**config.mk**
```make
export PLATFORM = sky130hd
export DESIGN_NAME = seg7_capture
export DESIGN_NICKNAME = d
export VERILOG_FILES = /design/src/rtl/seg7_pkg.sv /design/src/rtl/seg7_decode.sv /design/src/rtl/seg7_capture.sv
export SDC_FILE = /design/constraint.sdc
export NUM_CORES = 1
export LEC_CHECK = 0
export ABC_CLOCK_PERIOD_IN_PS = 4090
export BUFFER_PORTS_ARGS = -buffer_cell sky130_fd_sc_hd__buf_2
export CAP_MARGIN = 5
export CORE_AREA = 4 4 111 113
export DETAILED_ROUTE_END_ITERATION = 7
export DIE_AREA = 0 0 115 117
export PLACE_DENSITY = 0.76
export SYNTH_ARGS = -nofsm -noshare
export SYNTH_HDL_FRONTEND = slang
export SYNTH_SLANG_ARGS = --single-unit
```
**constraint.sdc**
```tcl
create_clock -name clk -period 4.09 [get_ports clk]
set_input_delay 0.818 -clock clk [delete_from_list [all_inputs] [get_ports clk]]
set_output_delay 0.818 -clock clk [all_outputs]
set_load 0.1 [all_outputs]
```
**src/rtl/seg7_pkg.sv**
```systemverilog
// rtl/seg7_pkg.sv - shared seven-segment constants, debounce states and pattern decode
package seg7_pkg;

  localparam int N_DIGITS = 8;
  localparam int NIB_W    = 4;

  // Index n holds the active-high pattern (bit0 = a .. bit6 = g) for hex digit n.
  localparam logic [15:0][6:0] SEG_PAT = {
    7'h71, 7'h79, 7'h5E, 7'h39, 7'h7C, 7'h77, 7'h6F, 7'h7F,
    7'h07, 7'h7D, 7'h6D, 7'h66, 7'h4F, 7'h5B, 7'h06, 7'h3F
  };

  typedef enum logic {
    ST_SETTLE = 1'b0,
    ST_HOLD   = 1'b1
  } deb_state_t;

  // Returns {ok, nibble}; an unknown pattern gives ok = 0 and nibble 0.
  function automatic logic [4:0] seg_decode(input logic [6:0] seg);
    logic [4:0] r;
    r = 5'b0;
    for (int i = 0; i < 16; i++) begin
      if (seg == SEG_PAT[i]) r = {1'b1, 4'(i)};
    end
    return r;
  endfunction

endpackage

```
**src/rtl/seg7_decode.sv**
```systemverilog
// rtl/seg7_decode.sv - combinational segment pattern to hex nibble decoder
module seg7_decode
  import seg7_pkg::*;
(
  input  logic [6:0] seg_i,
  output logic       ok_o,
  output logic [3:0] nibble_o
);

  always_comb begin
    {ok_o, nibble_o} = seg_decode(seg_i);
  end

endmodule

```
**src/rtl/seg7_capture.sv**
```systemverilog
// rtl/seg7_capture.sv - synchronize, debounce and reassemble a multiplexed hex display bus
module seg7_capture
  import seg7_pkg::*;
#(
  parameter int STABLE_CYCLES = 16
) (
  input  logic        clk,
  input  logic        reset,
  input  logic [6:0]  disp_seg,
  input  logic [7:0]  disp_an,
  output logic [31:0] number,
  output logic        valid,
  output logic        frame_error,
  output logic [7:0]  digit_seen
);

  localparam logic [15:0] CNT_LAST = 16'(STABLE_CYCLES - 1);

  logic [14:0] sync1_q, sync2_q, prev_q;
  deb_state_t  state_q, state_d;
  logic [15:0] cnt_q, cnt_d;
  logic        accept;
  logic        same;

  logic [31:0] shadow_q, shadow_d;
  logic [7:0]  seen_q, seen_d;
  logic        flag_q, flag_d;
  logic [31:0] number_q, number_d;
  logic        valid_q, valid_d;
  logic        ferr_q, ferr_d;

  logic [7:0]  samp_an;
  logic [6:0]  samp_seg;
  logic        dec_ok;
  logic [3:0]  dec_nib;

  assign samp_an  = sync2_q[14:7];
  assign samp_seg = sync2_q[6:0];
  assign same     = (sync2_q == prev_q);

  seg7_decode u_decode (
    .seg_i    (samp_seg),
    .ok_o     (dec_ok),
    .nibble_o (dec_nib)
  );

  // cnt_d is the number of identical samples seen so far minus one.
  always_comb begin
    state_d = state_q;
    cnt_d   = cnt_q;
    accept  = 1'b0;
    case (state_q)
      ST_SETTLE: begin
        cnt_d = same ? cnt_q + 16'd1 : 16'd0;
        if (cnt_d == CNT_LAST) begin
          accept  = 1'b1;
          state_d = ST_HOLD;
        end
      end
      ST_HOLD: begin
        if (!same) begin
          state_d = ST_SETTLE;
          cnt_d   = 16'd0;
        end
      end
      default: begin
        state_d = ST_SETTLE;
        cnt_d   = 16'd0;
      end
    endcase
  end

  always_comb begin
    shadow_d = shadow_q;
    seen_d   = seen_q;
    flag_d   = flag_q;
    number_d = number_q;
    valid_d  = 1'b0;
    ferr_d   = 1'b0;
    if (accept && (samp_an != 8'd0)) begin
      if ((samp_an & (samp_an - 8'd1)) == 8'd0) begin
        for (int i = 0; i < N_DIGITS; i++) begin
          if (samp_an[i]) begin
            shadow_d[NIB_W*i +: NIB_W] = dec_ok ? dec_nib : 4'd0;
            seen_d[i] = 1'b1;
          end
        end
        if (!dec_ok) flag_d = 1'b1;
      end else begin
        flag_d = 1'b1;
      end
    end
    // Completion publishes and clears in one step so the next accept starts a fresh frame.
    if (seen_d == 8'hFF) begin
      number_d = shadow_d;
      valid_d  = 1'b1;
      ferr_d   = flag_d;
      seen_d   = 8'd0;
      flag_d   = 1'b0;
    end
  end

  always_ff @(posedge clk) begin
    if (reset) begin
      sync1_q  <= '0;
      sync2_q  <= '0;
      prev_q   <= '0;
      state_q  <= ST_SETTLE;
      cnt_q    <= '0;
      shadow_q <= '0;
      seen_q   <= '0;
      flag_q   <= 1'b0;
      number_q <= '0;
      valid_q  <= 1'b0;
      ferr_q   <= 1'b0;
    end else begin
      sync1_q  <= {disp_an, disp_seg};
      sync2_q  <= sync1_q;
      prev_q   <= sync2_q;
      state_q  <= state_d;
      cnt_q    <= cnt_d;
      shadow_q <= shadow_d;
      seen_q   <= seen_d;
      flag_q   <= flag_d;
      number_q <= number_d;
      valid_q  <= valid_d;
      ferr_q   <= ferr_d;
    end
  end

  assign number      = number_q;
  assign valid       = valid_q;
  assign frame_error = ferr_q;
  assign digit_seen  = seen_q;

endmodule

```
* Yosys cells after proc, flatten, opt, wreduce, memory -nomap -nowiden
Cells that the tools add are included.
** Word-level totals
- Register bits after elaboration :: 137
- Input port bits :: 17
- Output and inout port bits :: 42
- Logic and storage cells :: 89
** Cells by class
- Add/sub/neg operators :: 2
- Eq/ne operators :: 20
- Multiplexer cells :: 48
- Bitwise operators :: 3
- Reductions and logical operators :: 5
** Operators with widths (count)
- equality test 7 bit (second input constant) :: 12
- two-way mux 5 bit :: 16
- two-way mux 32 bit :: 2
- two-way mux 4 bit :: 9
- two-way mux 16 bit :: 2
- one-hot mux 16 bit (2 select lines) :: 1
- adder 16 x 1 -> 16 bit (second input constant) :: 1
- equality test 16 x 4 -> 1 bit (second input constant) :: 1
- two-way mux 8 bit :: 2
- equality test 15 bit :: 1
- two-way mux 1 bit :: 15
- equality test 7 x 3 -> 1 bit (second input constant) :: 2
- equality test 7 x 6 -> 1 bit (second input constant) :: 2
- AND 8 bit :: 1
- equality test 8 bit (second input constant) :: 1
- zero test 8 bit :: 1
- nonzero test 8 bit :: 1
- subtractor 8 x 1 -> 8 bit (second input constant) :: 1
- OR reduction 2 bit :: 2
- != test 2 bit (second input constant) :: 1
- NOT 1 bit :: 2
- one-hot mux 1 bit (2 select lines) :: 1
- logical AND 1 bit :: 1

* Longest topological paths before layout
Gate-level depths: netlist of run 1.
- Word-level depth :: 21
- Mapped depth :: 12
- Depth with buffers taken out :: 9

* Hierarchy
From an unflattened synthesis of run 1, not the netlist that was laid out.
** Unflattened totals
- Cell total of the unflattened synthesis :: 580
- Area, all modules :: 5799.3 µm²
** Modules (own cells, without submodules)
- seg7_capture :: times used 1, cells each 531, area an instance 5422.7 µm², seq. area each 2742.6 µm²
- seg7_decode :: times used 1, cells each 49, area an instance 376.6 µm², seq. area each 0.0 µm²

* Worst setup path after synthesis of run 1
Ideal clock, no wire load.
- Path type :: register to register
- Start point :: register cnt_q[0]
- End point :: register number_q[10] (netlist: number[10])
- Setup time :: 121 ps
- Arrival :: 3716 ps
- Required time :: 3969 ps
- Path slack :: 253 ps
- Cell stages (with the launch flop) :: 13
- Buffers on the path :: 3
- Clock period less this slack :: 3837 ps
- Cells stage by stage :: dfxtp_1 ha_1 and4_4 mux2_4 a2111o_1 or3_1 buf_6 nor4_2 o22ai_1 or4b_1 buf_6 buf_12 mux2_4
** On the way
- Longest elaborated chain between the ends :: 8
- Elaborated cells between the ends (all ways) :: 9
- Those cells by class :: add/sub: 1; eq/ne: 2; mux: 5; reduce/logical: 1
** Ends and longest elaborated chain
- start: declaration :: line seg7_capture.sv:21 : logic [15:0] cnt_q, cnt_d;
- start signal: assignment :: line seg7_capture.sv:121 : cnt_q <= cnt_d;
- adder 16 x 1 -> 16 bit * :: line seg7_capture.sv:54 : cnt_d = same ? cnt_q + 16'd1 : 16'd0;
- two-way mux 16 bit * :: line seg7_capture.sv:54
- equality test 16 x 4 -> 1 bit * :: line seg7_capture.sv:55 : if (cnt_d == CNT_LAST) begin
- two-way mux 1 bit * :: line seg7_capture.sv:55
- two-way mux 1 bit * :: line seg7_capture.sv:52 : case (state_q)
- logical AND 1 bit * :: line seg7_capture.sv:80 : if (accept && (samp_an != 8'd0)) begin
- two-way mux 8 bit :: line seg7_capture.sv:80
- equality test 8 bit :: line seg7_capture.sv:94 : if (seen_d == 8'hFF) begin
- end signal: assignment :: line seg7_capture.sv:125 : number_q <= number_d;
- end: declaration :: line seg7_capture.sv:28 : logic [31:0] number_q, number_d;
Every way passes the cells marked *; elsewhere a longest branch is shown, timed or not.
A chain may end at the register's enable or synchronous reset.

* Worst setup path after layout of run 1
- Start point :: register cnt_q[0]
- End point :: register number_q[4] (netlist: number[4])
Same word-level chain as after synthesis.

==> results.toml, run 1 <==
[worst_setup_path]
timing.rr.start = "cnt_q[0]"
critPathArrivalTime_ns = 4.15
worstSetupPathType = "register to register"
cp-start-kind = "register"
required_ns = 4.39
worst_setup_path_end_kind = "register"
crit_fanout = 37
cp-startpoint = "cnt_q[0]"

[routing]
vias = 4292
wl_per_cell_um = 15.32
ant_nets = 0
first_iter_violations = 238
routed_via_density = 5.392
totalWireLength_mm = 12.20
first_pass_iters = 5
drc = 0

[clock_network]
cts_buffers = 17
post_cts_buffers = 0
cts_resized = 0
clk_pin_slew_ns = 0.06
clock-sinks = 137
clockRootBuffer = "clkbuf_16"
clk_latency_ns = 0.42
cts_max_level = 4
clockBufferDepth = 2
tritoncts = "done"
cts_hold_buffers = 0

[synthesis]
synth_warnings = 0
synth_area_um2 = 5883
synth_cell_types = 64
yosys-top-cells-area = "dfxtp_1 (47%), mux2_4 (7.7%), nor2b_1 (7.7%)"
yosysTopAreaCell = "dfxtp_1"
async_reset_ff_frac = 0
synth_top_cell_area_share = 0.4662
synth-edff-count = 0
syn_avg_cell_area_um2 = 10.13
synth.top_cells.by_count = "dfxtp_1 (137), nor2_1 (75), nor2b_1 (72), mux2i_1 (34), mux2_4 (30)"
ys.flop_type = "dfxtp_1"
syn-num-nets = 599
synthCells = 581
ys_ff_latch = 137
synth_most_common_cell = "dfxtp_1"
yosysSeqAreaShare = 0.4662

[timing]
slew_violations = 0
max_freq_mhz = 260.0
fin_crit_sh = 0.9405
setup_viol = 0
min_period_ns = 3.847
hold_viol = 0
final.setup_skew_ns = 0.007820
fin_tns_setup_ns = 0
rsz0062_at_grt = "false"
relSlewSlack = 0.3553
tightest_slew_ns = 0.9402

[power]
p_int_w = 0.002456
ir_drop_v = 0.0003594
switching_share = 0.2034
combPwrFrac = 0.030
power_density_nw_per_um2 = 444.2
leakage_nw = 2.856
power_frac_seq = 0.444
p_sw_w = 0.0006269
clkPwrFrac = 0.526

[place]
port_buffers = 58
placed_cells = 765
gp_congestion = 0.9369
hpwlAfterDp_mm = 8.034

[floorplan]
core_um2 = 11320
die_area_um2 = 13460
die_x_um = 115
ios = 59
die_h_um = 117
start_util = 0.5197
rows = 39

[outcome]
status = "completed"

[global_routing]
grt_max_degree = 67
grt_pass1_vias = 4267
grt_pass1_wl_mm = 20.05
antenna_found_initial = 0
grt_usage = 0.1890
grt-ovfl-total = 0

[layout]
syn2layout_area_growth_pct = 17.95
stdcell_count = 796
layout-drive-gt1-share = 0.2358
nets = 659
n_antenna_cell = 0

[hold_path]
min_from = "sync1_q[9]"
hp-class = "register to register"

[run]
cap_violations = 0
[final cells by class]
| cell class | instances | area [µm²] |
|---|---|---|
| Fill cell | 898 | 4382 |
| Sequential cell | 137 | 2743 |
| Multi-Input combinational cell | 397 | 2888 |
| Timing Repair Buffer | 78 | 455.4 |
| Clock buffer | 21 | 470.5 |
| Clock inverter | 10 | 166.4 |
| Inverter | 10 | 37.54 |
| Tap cell | 143 | 178.9 |
[state kept, by name, indices dropped and copies added, names as in the netlist]
name         cells
cnt_q           16
digit_seen       8
flag_q           1
frame_error      1
number          32
prev_q          15
shadow_q        32
state_q          1
sync1_q         15
sync2_q         15
valid            1
[placed cells by master, fill, tap and decap left out, drive strengths merged, types with 13 or more instances in the layout]
| cell type | instances |
|---|---|
| dfxtp | 137 |
| buf | 78 |
| nor2 | 75 |
| nor2b | 72 |
| mux2i | 34 |
| mux2 | 33 |
| clkbuf | 21 |
| xor2 | 20 |
| nand2 | 17 |
| nor4 | 17 |
| xnor2 | 14 |
| nor3 | 13 |
| nand3 | 13 |
[metal layers]
layer / up-vias / track usage / part of all wire
met5: - / 0 / 0
met4: 0 / 0.08294 / 0.023
met3: 31 / 0.05450 / 0.052
met2: 113 / 0.3144 / 0.49
met1: 2030 / 0.2288 / 0.44
li1: 2118 / - / -
[worst max-delay path, stage by stage, from the launching register on]
cell      delay [ns]
dfxtp_1         0.42
ha_1            0.26
and4_4          0.29
mux2_4          0.31
a2111o_1        0.29
nor3_1          0.13
buf_4           0.16
a41oi_1         0.13
or4_1           0.55
or4b_4          0.61
buf_12          0.22
mux2_4          0.33
[cells by family after synthesis]
family                   synth area share
flip-flops                         0.4662
XOR/XNOR                          0.05062
AO/OA/AOI/OAI                     0.05828
multiplexers                       0.1402
AND/OR/NAND/NOR                    0.2373
buffers and inverters             0.04360
adder cells (fa/ha/maj)          0.003828
[stage by stage]
stage	instance area [µm²]	setup WS (ns)	hold slack [ns]	total power, W	utilization
finish	6939	0.2433	0.4362	0.003083	0.6130
global route	6939	0.1591	0.4616	0.003175	0.6130
CTS	6935	0.06944	0.4432	0.003100	0.6126
detailed placement	6299	0.1043	0.4262	0.001488	0.5564
global placement	6299	0.2016	0.4218	0.001485	0.5564
floorplan	5883	0.2528	0.4138	0.001461	-
[power by group through the flow]
stage | clock network, W | logic (W) | registers (W)
after floorplan | 0 | 0.0000707 | 0.00139
after global placement | 0 | 0.0000894 | 0.00140
after detailed placement | 0 | 0.0000917 | 0.00140
after CTS | 0.00164 | 0.0000925 | 0.00137
after global routing | 0.00170 | 0.000104 | 0.00137
final | 0.00162 | 0.0000928 | 0.00137
[path summary, 6_finish.rpt]
path	end	depth (start not counted)	slack, ns
worst max register to register	number[4]	11	0.24
worst min-delay path	sync2_q[9]	1	0.44
worst max-delay path	number[4]	11	0.24
worst min register to register	sync2_q[9]	1	0.44
Power figures use the tool's default switching activity.
==> run 2: changes to the inputs <==
--- a/config.mk
+++ b/config.mk
@@ -8,9 +8,9 @@
 export ABC_CLOCK_PERIOD_IN_PS = 4090
 export BUFFER_PORTS_ARGS = -buffer_cell sky130_fd_sc_hd__buf_2
 export CAP_MARGIN = 5
-export CORE_AREA = 4 4 111 113
+export CORE_AREA = 2 2 109 111
 export DETAILED_ROUTE_END_ITERATION = 7
-export DIE_AREA = 0 0 115 117
+export DIE_AREA = 0 0 111 113
 export PLACE_DENSITY = 0.76
 export SYNTH_ARGS = -nofsm -noshare
 export SYNTH_HDL_FRONTEND = slang
==> run 2 against run 1 <==
  * Fmax fell by 0.73%
  * Hold slack got worse by 0.0036 ns
  * First-iteration DRC count fell by 14%
==> results.toml, run 2 (synthesis results as in run 1) <==
[worst_setup_path]
worstSetupPathType = "register to register"
required_ns = 4.38
r2r-end = "number[16]"
timing.rr.start = "cnt_q[0]"
cp-start-kind = "register"
slowest_delay_ns = 0.76
crit_buf_inv = 2
crit_chain = "ha_2 > and4_4 > mux2_4 > a2111o_1 > nor3_1 > buf_4 > a41oi_1 > or4_1 > or4b_2 > buf_6 > mux2_4"
path_common_cell = "mux2_4"
cp-startpoint = "cnt_q[0]"
crit_path_top_delay_cell = "or4b_2"
reg2reg_depth = 11
critPathArrivalTime_ns = 4.16
critical_path_depth = 11
crit_family = "simple AND/OR/NAND/NOR gates"
timing.critical_path.to = "number[16]"
crit_fanout = 20
ff2ff_setup_slack_ns = 0.21
worst_setup_path_end_kind = "register"

[routing]
first_iter_violations = 204
vias = 4293
wl_per_cell_um = 14.95
ant_nets = 0
drc = 0
first_pass_iters = 4
routed_via_density = 5.386
totalWireLength_mm = 11.91

[timing]
max_freq_mhz = 258.1
setup_viol = 0
slew_violations = 0
hold_viol = 0
rsz0062_at_grt = "false"
tightest_slew_ns = 0.9841
fin_tns_setup_ns = 0
min_period_ns = 3.875
relSlewSlack = 0.3252
hold_ws_ns = 0.4325
fin_crit_sh = 0.9475
final.setup_skew_ns = 0.01297

[floorplan]
die_x_um = 111
rows = 39
ios = 59
die_h_um = 113
start_util = 0.5219
core_um2 = 11270
die_area_um2 = 12540

[power]
ir_drop_v = 0.0002761
leakage_nw = 2.845
power_density_nw_per_um2 = 431.9

[layout]
syn2layout_area_growth_pct = 17.40
mostFrequentLayoutCells = "dfxtp_1 (136), nor2_1 (75), nor2b_1 (72), buf_2 (57), mux2i_1 (34)"
layout-drive-gt1-share = 0.2401
final_common_cell = "dfxtp_1"
nets = 659
n_antenna_cell = 0

[clock_network]
post_cts_buffers = 0
tritoncts = "done"
cts_max_level = 4
cts_buffers = 17
clockBufferDepth = 2
clock-sinks = 137
clk_pin_slew_ns = 0.06
clk_latency_ns = 0.41
clockRootBuffer = "clkbuf_16"

[global_routing]
grt_pass1_vias = 4347
grt_pass1_wl_mm = 20.51
grt_max_degree = 63
grt_usage = 0.2010
antenna_found_initial = 0
grt-ovfl-total = 0

[place]
gp_congestion = 0.8757
hpwlAfterDp_mm = 8.103
port_buffers = 58

[hold_path]
hp-class = "register to register"

[run]
cap_violations = 0

[outcome]
status = "completed"
==> run 2: cell types whose count changed in the layout (fill, tap and decap cells not counted), moves of 2 or more <==
cell	delta
clkbuf_8	-3
clkinv_2	+3
clkinvlp_4	-2
clkinv_4	+3
==> run 2: per-stage QoR <==
| stage | worst slack (ns) | cell area [µm²] | power [W] | util | std cells |
|---|---|---|---|---|---|
| 2_1_floorplan | 0.2528 | 5883 | 0.001461 | - | 581 |
| 4_1_cts | 0.08831 | 6899 | 0.003006 | 0.6121 | 797 |
| 5_1_grt | 0.02249 | 6907 | 0.003082 | 0.6127 | 797 |
| 3_5_place_dp | 0.1249 | 6299 | 0.001488 | 0.5588 | 765 |
| 3_3_place_gp | 0.2117 | 6299 | 0.001483 | 0.5588 | 765 |
| 6_report | 0.2149 | 6907 | 0.002983 | 0.6127 | 797 |
==> run 2: power by group <==
| part | internal, W | switching (W) | leakage, nW |
|---|---|---|---|
| Clock | 0.000961 | 0.000563 | 0.287 |
| Combinational | 0.0000356 | 0.0000553 | 1.45 |
| Sequential | 0.00135 | 0.0000149 | 1.11 |
| Total | 0.00235 | 0.000633 | 2.85 |
==> run 2: metal layers <==
| layer | part of all wire | global-route usage | vias up |
|---|---|---|---|
| li1 | - | - | 2120 |
| met1 | 0.44 | 0.2412 | 2034 |
| met2 | 0.49 | 0.3370 | 118 |
| met3 | 0.053 | 0.05678 | 21 |
| met4 | 0.018 | 0.09250 | 0 |
| met5 | 0 | 0 | - |
==> run 2: area by class of cell <==
| cell class | count | area (µm²) |
|---|---|---|
| Clock inverter | 14 | 171.4 |
| Sequential cell | 137 | 2744 |
| Clock buffer | 18 | 429.2 |
| Timing Repair Buffer | 78 | 459.2 |
| Inverter | 10 | 37.54 |
| Fill cell | 876 | 4365 |
| Tap cell | 143 | 178.9 |
| Multi-Input combinational cell | 397 | 2887 |
==> run 2: worst min path at each step <==
stage	slack [ns]	cells after the start	start	endpoint
finish	0.43	1	sync1_q[3]	sync2_q[3]
global route	0.46	1	sync1_q[13]	sync2_q[13]
CTS	0.44	1	sync1_q[13]	sync2_q[13]
detailed placement	0.42	1	sync1_q[13]	sync2_q[13]
global placement	0.42	1	sync1_q[2]	sync2_q[2]
floorplan	0.41	1	sync1_q[0]	sync2_q[0]
==> run 2: repair_timing <==
item,4_1_cts,5_1_grt
hold buffers,0,0
endpoints found under the setup margin,0,38
gates resized for setup,0,3
==> run 2: worst reg2reg max path, stage by stage, from the launching register on <==
cell,delay (ns)
dfxtp_2,0.36
ha_2,0.23
and4_4,0.28
mux2_4,0.31
a2111o_1,0.29
nor3_1,0.13
buf_4,0.16
a41oi_1,0.14
or4_1,0.57
or4b_2,0.76
buf_6,0.23
mux2_4,0.31
